**config.mk**
```make
export PLATFORM = sky130hd
export DESIGN_NAME = sa4x4_sequencer
export DESIGN_NICKNAME = d
export VERILOG_FILES = /design/src/rtl/sa4x4_sequencer.sv
export SDC_FILE = /design/constraint.sdc
export NUM_CORES = 1
export LEC_CHECK = 0
export CORE_MARGIN = 2
export CORE_UTILIZATION = 35
export DETAILED_ROUTE_END_ITERATION = 10
export PLACE_DENSITY = 0.57
export SLEW_MARGIN = 0
export SYNTH_ARGS = -nofsm -noshare
export SYNTH_HDL_FRONTEND = slang
export SYNTH_SLANG_ARGS = --single-unit
```
**constraint.sdc**
```tcl
create_clock -name i_clock -period 2.3 [get_ports i_clock]
set_clock_uncertainty 0.2 [all_clocks]
set_input_delay 0.69 -clock i_clock [delete_from_list [all_inputs] [get_ports i_clock]]
set_output_delay 0.69 -clock i_clock [all_outputs]
set_load 0.02 [all_outputs]
```
**src/rtl/sa4x4_sequencer.sv**
```systemverilog
// sa4x4_sequencer: command-level controller for the 4x4 systolic array.
// Decodes START/READ bytes from the UART rx stream. START clears the
// accumulators, runs a skewed FEED_STEPS feed window, then a DRAIN_CYCLES
// drain, then pulses o_done. READ walks o_res_sel over all results and hands
// each byte to the UART transmitter with a start/busy handshake.
// Optional: define SA_TX_CHECKSUM_EN to append an XOR checksum byte per READ.
// Ports:
//   i_clock, i_rst_n      clock, synchronous active-low reset
//   i_uart_rw, i_uart_in  rx byte-valid level (rising edge accepts) and byte
//   o_sa_clear            one-cycle accumulator clear
//   o_sa_feed_en, o_sa_step  feed window enable and step index
//   o_res_sel, i_res_data result mux select and selected byte
//   o_tx_start, o_tx_data, i_tx_busy  transmitter handshake
//   o_busy, o_done        not-idle flag and compute-complete pulse
module sa4x4_sequencer #(
    parameter logic [7:0] START_CMD    = 8'hA0,
    parameter logic [7:0] READ_CMD     = 8'hB0,
    parameter int         FEED_STEPS   = 7,
    parameter int         DRAIN_CYCLES = 3,
    parameter int         NUM_RESULTS  = 16
) (
    input  logic       i_clock,
    input  logic       i_rst_n,
    input  logic       i_uart_rw,
    input  logic [7:0] i_uart_in,
    output logic       o_sa_clear,
    output logic       o_sa_feed_en,
    output logic [2:0] o_sa_step,
    output logic [3:0] o_res_sel,
    input  logic [7:0] i_res_data,
    output logic       o_tx_start,
    output logic [7:0] o_tx_data,
    input  logic       i_tx_busy,
    output logic       o_busy,
    output logic       o_done
);
    typedef enum logic [2:0] {
        S_IDLE, S_CLEAR, S_FEED, S_DRAIN, S_TX_LOAD, S_TX_ACK, S_TX_WAIT
`ifdef SA_TX_CHECKSUM_EN
        , S_CHK
`endif
    } state_t;

    state_t     r_state;
    logic       r_rw_q;
    logic       r_sa_clear;
    logic       r_feed_en;
    logic [2:0] r_step;
    logic [7:0] r_cnt;
    logic [3:0] r_res_sel;
    logic       r_tx_start;
    logic [7:0] r_tx_data;
    logic       r_done;
`ifdef SA_TX_CHECKSUM_EN
    logic [7:0] r_sum;
    logic       r_chk;
`endif

    logic w_uart_en;
    logic w_last;

    assign w_uart_en = i_uart_rw & ~r_rw_q;
    assign w_last    = r_res_sel == 4'(NUM_RESULTS - 1);

    always_ff @(posedge i_clock) begin
        if (!i_rst_n) begin
            r_state    <= S_IDLE;
            r_rw_q     <= 1'b0;
            r_sa_clear <= 1'b0;
            r_feed_en  <= 1'b0;
            r_step     <= '0;
            r_cnt      <= '0;
            r_res_sel  <= '0;
            r_tx_start <= 1'b0;
            r_tx_data  <= '0;
            r_done     <= 1'b0;
`ifdef SA_TX_CHECKSUM_EN
            r_sum      <= '0;
            r_chk      <= 1'b0;
`endif
        end else begin
            r_rw_q     <= i_uart_rw;
            r_sa_clear <= 1'b0;
            r_tx_start <= 1'b0;
            r_done     <= 1'b0;
            case (r_state)
                S_IDLE: begin
                    if (w_uart_en && i_uart_in == START_CMD) begin
                        r_state    <= S_CLEAR;
                        r_sa_clear <= 1'b1;
                    end else if (w_uart_en && i_uart_in == READ_CMD) begin
                        r_state   <= S_TX_LOAD;
                        r_res_sel <= '0;
`ifdef SA_TX_CHECKSUM_EN
                        r_sum     <= '0;
                        r_chk     <= 1'b0;
`endif
                    end
                end
                S_CLEAR: begin
                    r_state   <= S_FEED;
                    r_feed_en <= 1'b1;
                    r_step    <= '0;
                end
                S_FEED: begin
                    if (r_step == 3'(FEED_STEPS - 1)) begin
                        r_state   <= S_DRAIN;
                        r_feed_en <= 1'b0;
                        r_step    <= '0;
                        r_cnt     <= '0;
                    end else begin
                        r_step <= r_step + 3'd1;
                    end
                end
                S_DRAIN: begin
                    if (r_cnt == 8'(DRAIN_CYCLES - 1)) begin
                        r_state <= S_IDLE;
                        r_done  <= 1'b1;
                    end else begin
                        r_cnt <= r_cnt + 8'd1;
                    end
                end
                S_TX_LOAD: begin
                    if (!i_tx_busy) begin
`ifdef SA_TX_CHECKSUM_EN
                        r_tx_data <= r_chk ? r_sum : i_res_data;
                        if (!r_chk) r_sum <= r_sum ^ i_res_data;
`else
                        r_tx_data <= i_res_data;
`endif
                        r_tx_start <= 1'b1;
                        r_state    <= S_TX_ACK;
                    end
                end
                S_TX_ACK: begin
                    if (i_tx_busy) r_state <= S_TX_WAIT;
                end
                S_TX_WAIT: begin
                    if (!i_tx_busy) begin
`ifdef SA_TX_CHECKSUM_EN
                        if (r_chk) r_state <= S_IDLE;
                        else if (w_last) r_state <= S_CHK;
`else
                        if (w_last) r_state <= S_IDLE;
`endif
                        else begin
                            r_res_sel <= r_res_sel + 4'd1;
                            r_state   <= S_TX_LOAD;
                        end
                    end
                end
`ifdef SA_TX_CHECKSUM_EN
                S_CHK: begin
                    r_chk   <= 1'b1;
                    r_state <= S_TX_LOAD;
                end
`endif
                default: r_state <= S_IDLE;
            endcase
        end
    end

    assign o_sa_clear   = r_sa_clear;
    assign o_sa_feed_en = r_feed_en;
    assign o_sa_step    = r_step;
    assign o_res_sel    = r_res_sel;
    assign o_tx_start   = r_tx_start;
    assign o_tx_data    = r_tx_data;
    assign o_done       = r_done;
    assign o_busy       = r_state != S_IDLE;
endmodule

```
Yosys cells after proc, flatten, opt, wreduce, memory -nomap -nowiden
Cells that the tools add are included.

storage, ports and cells
  output and inout port bits = 20
  logic and storage cells = 76
  input bits = 20
  bits in registers = 31

operators by class
  bitwise logic cells = 3
  muxes and demuxes = 24
  reductions and logical operators = 15
  $add $sub $neg = 3
  equal/unequal tests = 21

operators by type and width
  cell                 count
  $mux 3               9
  $pmux 3 s7           1
  $ne 2x2->1 const B   9
  $eq 8x8->1 const B   2
  $mux 4               4
  $mux 8               2
  $pmux 8 s2           1
  $eq 3x3->1 const B   4
  $reduce_and 2->1     5
  $add 8x1->8 const B  1
  $eq 8x2->1 const B   1
  $pmux 4 s2           1
  $eq 3x2->1 const B   2
  $pmux 3 s2           1
  $reduce_and 6->1     1
  $reduce_bool 2->1    3
  $reduce_and 5->1     1
  $add 4x1->4 const B  1
  $eq 4x4->1 const B   1
  $mux 1               4
  $add 3x1->3 const B  1
  $eq 3x1->1 const B   1
  $logic_not 3->1      1
  $ne 3x3->1 const B   1
  6 further kinds      8

Depth between registers and ports, before layout
Gate-level depths: netlist of run 1.

  depth after elaboration = 6
  mapped depth = 7
  depth with buffers taken out = 6

Worst setup path before layout of run 1
Ideal clock, no wire load.

  kind = register to register
  start = register r_cnt[0]
  end = register r_state[0]
  data arrival time = 1.682 ns
  setup slack = 0.301 ns
  buffers on the path = 1
  required time = 1.983 ns
  setup time = 0.117 ns
  cell stages (with the launch flop) = 8
  cells stage by stage = dfxtp_1 inv_1 ha_1 or4b_1 o21ai_4 buf_6 nand2_1 a32o_1

between the ends
  longest elaborated chain between the ends = 3

RTL lines
  item                        RTL line  RTL
  start: declaration          49        logic [7:0] r_cnt;
  start signal: assignment    120       r_cnt <= r_cnt + 8'd1;
  $eq 8x2->1                  116       if (r_cnt == 8'(DRAIN_CYCLES - 1)) begin
  $ne 2x2->1 (no line)        n/a
  $reduce_and 6->1 (no line)  n/a
  end signal: assignment      117       r_state <= S_IDLE;
  end signal: assignment      132       r_state <= S_TX_ACK;
  end signal: assignment      136       if (i_tx_busy) r_state <= S_TX_WAIT;
  end: declaration            44        state_t r_state;

Every way passes these cells.
A chain may end at the register's enable or synchronous reset.

Worst setup path in the final report of run 1
  start = register r_step[0], in the netlist o_sa_step[0]
  end = output port o_sa_step[0]

RTL lines
  item                      RTL line  RTL
  start: declaration        48        logic [2:0] r_step;
  start signal: assignment  112       r_step <= r_step + 3'd1;
  end: declaration          28        output logic [2:0] o_sa_step,

No word-level cell between the ends.

==> results of run 1 <==
[routing by layer]
layer  vias to the layer above  GRT usage, %
li1                        790             -
met1                       747          18.9
met2                        32          29.4
met3                         6          3.85
met4                         0          5.66
met5                         -             0
[power breakdown]
part	switching, uW	leakage [uW]	internal (uW)
clock	199	0.0000515	273
combinational	26.1	0.000519	42.0
sequential	0.675	0.000250	538
[through the flow]
stage | hold slack (ps) | instance area [um^2] | total power [uW]
after floorplan | 263 | 1580 | 570
after CTS | 262 | 2160 | 1090
after global routing | 280 | 2170 | 1120
after detailed placement | 250 | 2070 | 619
after global placement | 241 | 2070 | 617
final | 259 | 2170 | 1080
[cell families after synthesis]
| family | synth area share [%] |
|---|---|
| buf+inv | 5.48 |
| compound gates | 23.9 |
| fa+ha+maj | 2.38 |
| xor+xnor | 0.556 |
| flops | 39.4 |
| simple gates | 28.3 |
[sequential cells by signal (all words and copies together) (netlist names)]
register	count
o_tx_start	1
o_res_sel	4
r_state	3
r_cnt	8
o_sa_feed_en	1
o_sa_clear	1
o_sa_step	3
o_tx_data	8
r_rw_q	1
o_done	1
[cell usage in the layout (no fill, tap or decap), drive strengths merged, types with 2 or more instances in the layout]
master / netlist / layout
o2111ai: 3 / 3
dfxtp: 31 / 31
nor3: 6 / 6
o22ai: 3 / 3
nand3b: 3 / 3
inv: 4 / 4
buf: 4 / 14
a211oi: 2 / 2
nor3b: 3 / 3
nor2b: 2 / 2
a2111o: 4 / 4
and3b: 3 / 3
nand3: 6 / 6
o31ai: 2 / 2
a31oi: 2 / 2
nor2: 6 / 6
a32o: 2 / 2
nand2b: 4 / 4
or2: 2 / 2
clkbuf: 8 / 8
nor4: 3 / 3
o21ai: 8 / 8
ha: 3 / 3
nand4: 2 / 2
nand2: 33 / 33
a21oi: 20 / 20
clkdlybuf4s50: 0 / 37
and2: 3 / 3
a22oi: 2 / 2
[worst max path at each step]
stage                  from      endpoint  slack [ps]  cells after the start
6_report       o_sa_step[0]  o_sa_step[0]          60                      1
5_1_grt            r_cnt[0]      r_cnt[5]           3                      6
4_1_cts        o_sa_step[1]  o_sa_step[1]          50                      1
3_5_place_dp   i_uart_in[0]  o_res_sel[1]        -150                      5
3_3_place_gp   i_uart_in[0]  o_res_sel[1]        -120                      5
2_1_floorplan      r_cnt[0]    r_state[0]         300                      7
[area by class of cell]
type                            instances  area share, %
Multi-Input combinational cell        142           40.3
Sequential cell                        31           28.6
Tap cell                               52           2.99
Timing Repair Buffer                   53           22.9
Clock buffer                            8           4.61
Inverter                                4          0.691
[what timing repair did]
item                                    in CTS  in global routing
resized for setup                            1                  2
endpoints found under the setup margin       1                  4
gates cloned                                 0                  0
==> results.yml, run 1 <==
status:
  status: "finished clean"
cells_and_area:
  utilization_pct: 49.9
  final_cells: 290
  seqCellArea_um2: 621
  multi_input_area_um2: 876
  area_growth_pct: 37.9
  num_antenna_cells: 0
  layout-drive-gt1-share_pct: 10.9
  finalNetCount: 260
  fill_cells: 429
placed_design:
  preCtsSetupSlack_ps: -152
  gp_congestion: 0.784
  io_buffers: 39
  dp_cells: 282
  dp_hpwl_um: 3050
drt:
  routed.top_layer: "met4"
  met1Wirelength_um: 1730
  routed_wl_um: 4010
  antenna_left: 0
  via_count: 1575
  drt_iter0_markers: 67
  remaining_drc_errors: 0
  wl_met2_um: 2100
  firstDrtPassIters: 4
  wl_per_cell_um: 13.8
  via_per_inst: 5.43
  wl_met3_um: 129
worst_hold_path:
  whs_endpoint: "o_tx_data[3]"
  min_path_type: "flip-flop to flip-flop"
  hold_depth: 2
  holdCritStartpoint: "o_tx_data[3]"
synth:
  syn_area_um2: 1580
  syn_nets: 212
  netlist_instances: 189
  ys_seq_area_share_pct: 39.4
  async_flop_share_pct: 0
  synth_top_area_share_pct: 39.4
  syn_avg_cell_area_um2: 8.34
  yosysWarnings: 0
  synth_commonest_cells: "nand2_1, dfxtp_1, a21oi_1"
  synth-seq-cells: 31
  synth_most_common_cell: "nand2_1"
  synth-edff-count: 0
  ys_types: 46
  yosys-top-cells-area: "dfxtp_1, nand2_1, a21oi_1"
  ys.flop_type: "dfxtp_1"
  yosys.area.top_type: "dfxtp_1"
cts:
  ctsHoldBuffers: 0
  cts_root_buf: "clkbuf_8"
  cts_buffer_depth: 2
  cts_tree: "done"
  clk_pin_slew_ps: 60
  htreeDepth: 2
  cts_inserted_buffers: 5
  clock_sinks: 31
  post_cts_buffers: 0
  clkLatencyLatePin_ps: 280
critical_path:
  worstPathArrival_ps: 1350
  crit_type: "flip-flop to primary output"
  cp_slowest_cell: "clkdlybuf4s50_1"
  reg2reg_depth: 7
  max_stage_delay_ps: 650
  worstPathRequired_ps: 1410
  critPathCaptureType: "primary output"
  cp.buffers_inverters: 1
  rrSetupSlack_ps: 170
  path_delay_family: "buffers and inverters"
  cp_cell_sequence: "clkdlybuf4s50_1"
  timing.rr.end: "r_cnt[4]"
  path_max_fanout: 7
  r2r-start: "r_cnt[0]"
  startpoint_type: "flip-flop"
floorplanning:
  start_util_pct: 36.2
  core-area_um2: 4350
  dieArea_um2: 5060
  io_pins: 40
  die_w_um: 71.1
  dieHeight_um: 71.1
  placementRows: 24
global_routing:
  grtUsageTotal_pct: 16.3
  antenna_found_initial: 0
  grt_max_degree: 17
  grt_first_pass_wirelength_um: 6750
  first_global_vias: 1561
  gr-total-overflow: 0
sta:
  relSlewSlack_pct: 60.5
  setup_slack_ps: 56.2
  tightest_slew_ps: 587
  setup_violations: 0
  fin_crit_sh_pct: 97.6
  rsz0062_at_grt: "no"
  max_freq_mhz: 446
  maxSlewViolCount: 0
  min_period_ps: 2240
  hold_viol_final: 0
  finalSetupTns_ps: 0
run:
  timing.max_cap.violations: 0
power:
  ir_worst_vdd_mv: 0.414
  cellLeakagePower_uw: 0.000820
  power_density_nw_per_um2: 496
Note: power is estimated with default switching activity, not from simulation.
==> run 2: changes to the inputs <==
SKIP_LAST_GASP = 1   (was not set)
==> results of run 2 <==
No change in the layout: final DEF, timing and power equal those of run 1.
